## config.mk

```make
export PLATFORM = sky130hd
export DESIGN_NAME = px_frame_signature
export DESIGN_NICKNAME = d
export VERILOG_FILES = /design/src/rtl/px_frame_signature.sv
export SDC_FILE = /design/constraint.sdc
export NUM_CORES = 1
export LEC_CHECK = 0
export CAP_MARGIN = 20
export CELL_PAD_IN_SITES_DETAIL_PLACEMENT = 0
export CELL_PAD_IN_SITES_GLOBAL_PLACEMENT = 1
export CORE_UTILIZATION = 36
export CTS_CLUSTER_DIAMETER = 30
export DETAILED_ROUTE_END_ITERATION = 8
export GPL_TIMING_DRIVEN = 0
export PLACE_DENSITY = 0.93
export SLEW_MARGIN = 20
export SYNTH_ARGS = -nofsm -noshare
export SYNTH_HDL_FRONTEND = slang
export SYNTH_SLANG_ARGS = --single-unit
```

## constraint.sdc

```tcl
create_clock -name clk_i -period 3.1 [get_ports clk_i]
set_input_delay 0.62 -clock clk_i [delete_from_list [all_inputs] [get_ports clk_i]]
set_output_delay 0.62 -clock clk_i [all_outputs]
set_load 0.01 [all_outputs]
```

## src/rtl/px_frame_signature.sv

```systemverilog
// Frame signature monitor for the processed-pixel stream.
// Each accepted pixel is folded into a CRC-16/CCITT-FALSE signature and counted.
// When FRAME_PIXELS pixels have arrived the block reports completion and compares
// the signature with a programmed reference. Any pixels that arrive after the frame
// has closed are flagged and counted.
module px_frame_signature #(
   parameter int          MAX_PIXEL_BITS = 8,
   parameter int          FRAME_PIXELS   = 64,
   parameter logic [15:0] CRC_POLY       = 16'h1021,
   parameter logic [15:0] CRC_INIT       = 16'hFFFF
) (
   input  logic                      clk_i,
   input  logic                      nreset_i,
   input  logic                      start_i,
   input  logic                      px_rdy_i,
   input  logic [MAX_PIXEL_BITS-1:0] px_i,
   input  logic [15:0]               expected_sig_i,
   output logic [15:0]               signature_o,
   output logic [15:0]               px_count_o,
   output logic                      busy_o,
   output logic                      done_o,
   output logic                      match_o,
   output logic                      overrun_o,
   output logic [7:0]                extra_px_o
);

   typedef enum logic [1:0] {
      ST_IDLE = 2'd0,
      ST_RUN  = 2'd1,
      ST_DONE = 2'd2
   } state_t;

   // Count value held just before the closing pixel of a frame.
   localparam logic [15:0] LAST_COUNT = 16'(FRAME_PIXELS - 1);

   state_t      state_r;
   state_t      state_next_s;
   logic [15:0] sig_r;
   logic [15:0] cnt_r;
   logic        overrun_r;
   logic [7:0]  extra_r;
   logic        busy_s;
   logic        done_s;
   logic [15:0] crc_next_s;
   logic        last_px_s;

   // One byte through the serial CRC, MSB first, unrolled into a single cycle.
   function automatic logic [15:0] crc16_byte(input logic [15:0] crc_in, input logic [7:0] data);
      logic [15:0] crc;
      crc = crc_in;
      for (int i = 7; i >= 0; i--) begin
         crc = {crc[14:0], 1'b0} ^ ((crc[15] ^ data[i]) ? CRC_POLY : 16'h0000);
      end
      return crc;
   endfunction

   assign crc_next_s = crc16_byte(sig_r, px_i);
   assign last_px_s  = (cnt_r == LAST_COUNT);

   // State register; reset returns the monitor to IDLE.
   always_ff @(posedge clk_i) begin
      if (!nreset_i) begin
         state_r <= ST_IDLE;
      end else begin
         state_r <= state_next_s;
      end
   end

   // Next-state logic: start always re-arms; the closing pixel ends the frame.
   always_comb begin
      state_next_s = state_r;
      if (start_i) begin
         state_next_s = ST_RUN;
      end else begin
         case (state_r)
            ST_IDLE: state_next_s = ST_IDLE;
            ST_RUN: begin
               if (px_rdy_i && last_px_s) begin
                  state_next_s = ST_DONE;
               end else begin
                  state_next_s = ST_RUN;
               end
            end
            ST_DONE: state_next_s = ST_DONE;
            default: state_next_s = ST_IDLE;
         endcase
      end
   end

   // Status decode from the registered state.
   always_comb begin
      busy_s = 1'b0;
      done_s = 1'b0;
      case (state_r)
         ST_IDLE: begin
            busy_s = 1'b0;
            done_s = 1'b0;
         end
         ST_RUN: begin
            busy_s = 1'b1;
            done_s = 1'b0;
         end
         ST_DONE: begin
            busy_s = 1'b0;
            done_s = 1'b1;
         end
         default: begin
            busy_s = 1'b0;
            done_s = 1'b0;
         end
      endcase
   end

   // Signature, pixel count and post-frame overrun tracking; start drops any coincident pixel.
   always_ff @(posedge clk_i) begin
      if (!nreset_i) begin
         sig_r     <= CRC_INIT;
         cnt_r     <= 16'd0;
         overrun_r <= 1'b0;
         extra_r   <= 8'd0;
      end else if (start_i) begin
         sig_r     <= CRC_INIT;
         cnt_r     <= 16'd0;
         overrun_r <= 1'b0;
         extra_r   <= 8'd0;
      end else begin
         case (state_r)
            ST_RUN: begin
               if (px_rdy_i) begin
                  sig_r <= crc_next_s;
                  cnt_r <= cnt_r + 16'd1;
               end
            end
            ST_DONE: begin
               if (px_rdy_i) begin
                  overrun_r <= 1'b1;
                  if (extra_r != 8'hFF) begin
                     extra_r <= extra_r + 8'd1;
                  end
               end
            end
            default: begin
               sig_r <= sig_r;
            end
         endcase
      end
   end

   assign signature_o = sig_r;
   assign px_count_o  = cnt_r;
   assign busy_o      = busy_s;
   assign done_o      = done_s;
   assign overrun_o   = overrun_r;
   assign extra_px_o  = extra_r;
   assign match_o     = done_s && (sig_r == expected_sig_i);

endmodule

```

==> impl_metrics.tcl <==
set metrics [dict create \
    outcome "completed" \
    die_w_um 79.95 \
    post_drt_wl_per_cell_um 13.93 \
    path_common_cell "nor4_1" \
    cts_buffer_depth 2 \
    rr_startpoint "state_r[1]" \
    whs_ps 490.9 \
    ys_ff_latch 43 \
    cts_setup_buffers 0 \
    switching_share_pct 25.49 \
    p_total_mw 1.069 \
    fin_tns_setup_ps 0 \
    synthTopCellsByArea "dfxtp_1, xnor2_1, xor2_1" \
    yosysSeqAreaShare_pct 39.36 \
    cp-endpoint "match_o" \
    grt_max_degree 14 \
    initial_core_util_pct 37.16 \
    fmax_ghz 0.3594 \
    tightest_slew_ps 516.5 \
    fin_skew_ps 9.839 \
    drive_gt1_share_pct 3.303 \
    hold_violations 0 \
    synth_area_per_cell_um2 8.611 \
    p_sw_mw 0.2724 \
    ir_worst_vdd_uv 169.4 \
    cp_slowest_cell "clkdlybuf4s50_1" \
    grt_pass1_wl_um 9170 \
    start_kind "primary input" \
    fin_util_pct 52.23 \
    ios 72 \
    die_area_um2 6391 \
    p_int_mw 0.7964 \
    diodes 0 \
    crit_path_max_fanout 1 \
    power_leakage_nw 1.046 \
    routed_wl_um 5685 \
    dp_hpwl_um 4265 \
    rr_endpoint "px_count_o[1]" \
    area_delta_synth_final_pct 40.56 \
    finalWeightedCongestion 0.8644 \
    cts_buffers 5 \
    pwr-share-seq_pct 53.1 \
    fin_ws_ps 317.9 \
    layout.nets 364 \
    synthesis.instances 254 \
    dr.pass1.iters 4 \
    vias_per_cell 5.039 \
    rrSetupSlack_ps 1080 \
    drtIter0Drc 62 \
    worst-endpoint-arrival_ps 2160 \
    numClockSinks 43 \
    required_ps 2480 \
    path_cells "clkdlybuf4s50_1 > xor2_1 > nor4_1 > nand4_1 > nor4_1 > dlygate4sd2_1" \
    design_area_um2 3074 \
    combPwrFrac_pct 14.5 \
    portBuffers 71 \
    rsz0062_at_grt "false" \
    drv_cap 0 \
    final_cell_count_no_fill 408 \
    dp.cells 400 \
    synth_top_area_cell "dfxtp_1" \
    placedInstanceArea_um2 2992 \
    path_class "primary input to primary output" \
    syn-num-nets 286 \
    grtUsageTotal_pct 18.52 \
    powerDensity_nw_per_um2 347.7 \
    synth_cell_types 35 \
    cp_slowest_stage_delay_ps 420 \
    ys.warnings.count 0 \
    min_path_type "flip-flop to flip-flop" \
    core_area_um2 5886 \
    die_y_um 79.95 \
    cp-end-kind "primary output" \
    clock-root-buffer "clkbuf_8" \
    synth_top_area_share_pct 39.36 \
    antenna_found_initial 0 \
    slew_headroom_pct 65.57 \
    fin_crit_sh_pct 89.74 \
    num_rows 28 \
    syn_area_um2 2187 \
    r2r_cells 7 \
    clk_latency_ps 300 \
    drv_slew 0 \
    post-route-min-period_ps 2782 \
    cts_tree "done" \
    place_ws_ps -38.92 \
    gr-total-overflow 0 \
    ant_nets 0 \
    htree_levels 2 \
    crit_path_start "expected_sig_i[14]" \
    crit_family "buffers and inverters" \
    vias 2056 \
    p_clk_share_pct 32.4 \
    path_clk_slew_ps 90 \
    grt_pass1_vias 1950 \
    crit_buf_inv 2 \
    cp.depth 6 \
    drc 0 \
    setup_violations 0 \
]
## worst min path at each step
stage                  startpoint             to  slack (ps)  depth (start not counted)
detailed placement      overrun_o      overrun_o         470                          1
floorplan           extra_px_o[3]  extra_px_o[3]         500                          1
global placement        overrun_o      overrun_o         480                          1
CTS                     overrun_o      overrun_o         490                          1
global route            overrun_o      overrun_o         520                          1
finish                  overrun_o      overrun_o         490                          1
## registers in the layout, indices dropped and copies added (netlist names)
signal / flops
state_r: 2
overrun_o: 1
px_count_o: 16
extra_px_o: 8
signature_o: 16
## power groups by stage
stage	combinational (mW)	clock, mW	sequential [mW]
final	0.155	0.346	0.567
after global routing	0.168	0.384	0.568
after CTS	0.156	0.357	0.567
after detailed placement	0.155	0	0.580
after global placement	0.153	0	0.580
after floorplan	0.0835	0	0.581
## synth_stat cells
cell and instances:
nor4b_1 1, a41o_1 2, nor3_1 6, o41ai_1 1, a31o_1 1, or4_1 1
xnor2_1 41, nor4_1 7, nand4_1 8, nand3_1 8, and2_1 2, o211ai_1 5
clkbuf_1 7, nand2b_1 3, dfxtp_1 43, inv_2 1, nor2b_1 1, nor2_1 24
nand2_1 26, or4b_1 1, o21ai_1 5, and3_1 2, o21a_1 2, o31a_1 1
xor2_1 12, a21oi_1 11, a31oi_1 8, nor4_4 1, o21ai_0 4, ha_1 4
buf_1 2, or3_1 3, mux2i_1 2, and4_4 1, inv_1 7
## final cells by class
type	instances	area, µm²
Multi-Input combinational cell	194	1262
Tap cell	75	93.84
Inverter	8	30.03
Fill cell	589	2811
Sequential cell	43	860.8
Timing Repair Buffer	71	709.4
Buffer	9	33.78
Clock inverter	3	15.01
Clock buffer	5	68.82
## cells by family after synthesis
family,count (synthesis),synth area share (%)
AOI/OAI and AO/OA,40,11.38
xor gates and xnor gates,53,21.22
adders and majority gates,4,2.288
buffers and inverters,17,2.918
DFF,43,39.36
muxes,2,0.9154
and+or+nand+nor,95,21.91
## layer usage
layer | GRT usage (%) | part of all wire [%]
met5 | 0 | 0
met4 | 5.000 | 0.93
met3 | 5.143 | 7.5
met2 | 31.79 | 46
met1 | 22.55 | 45
## what timing repair did
action	in CTS	in global routing
gates resized for setup	1	0
endpoints found under the setup margin	1	0
hold buffers	0	0
## layout by cell type (no fill, tap or decap), types with 3 or more instances in the layout
master	instances
clkinv_2	3
o211ai_1	5
inv_1	7
ha_1	4
nand4_1	8
or3_1	3
dfxtp_1	43
a21oi_1	11
clkbuf_8	5
a31oi_1	8
o21ai_0	4
nand2_1	26
nand3_1	8
clkdlybuf4s50_1	70
xnor2_1	41
nor4_1	7
xor2_1	12
nand2b_1	3
clkbuf_1	7
nor3_1	6
nor2_1	24
o21ai_1	5
No activity file was read; power rests on OpenSTA's default activity.
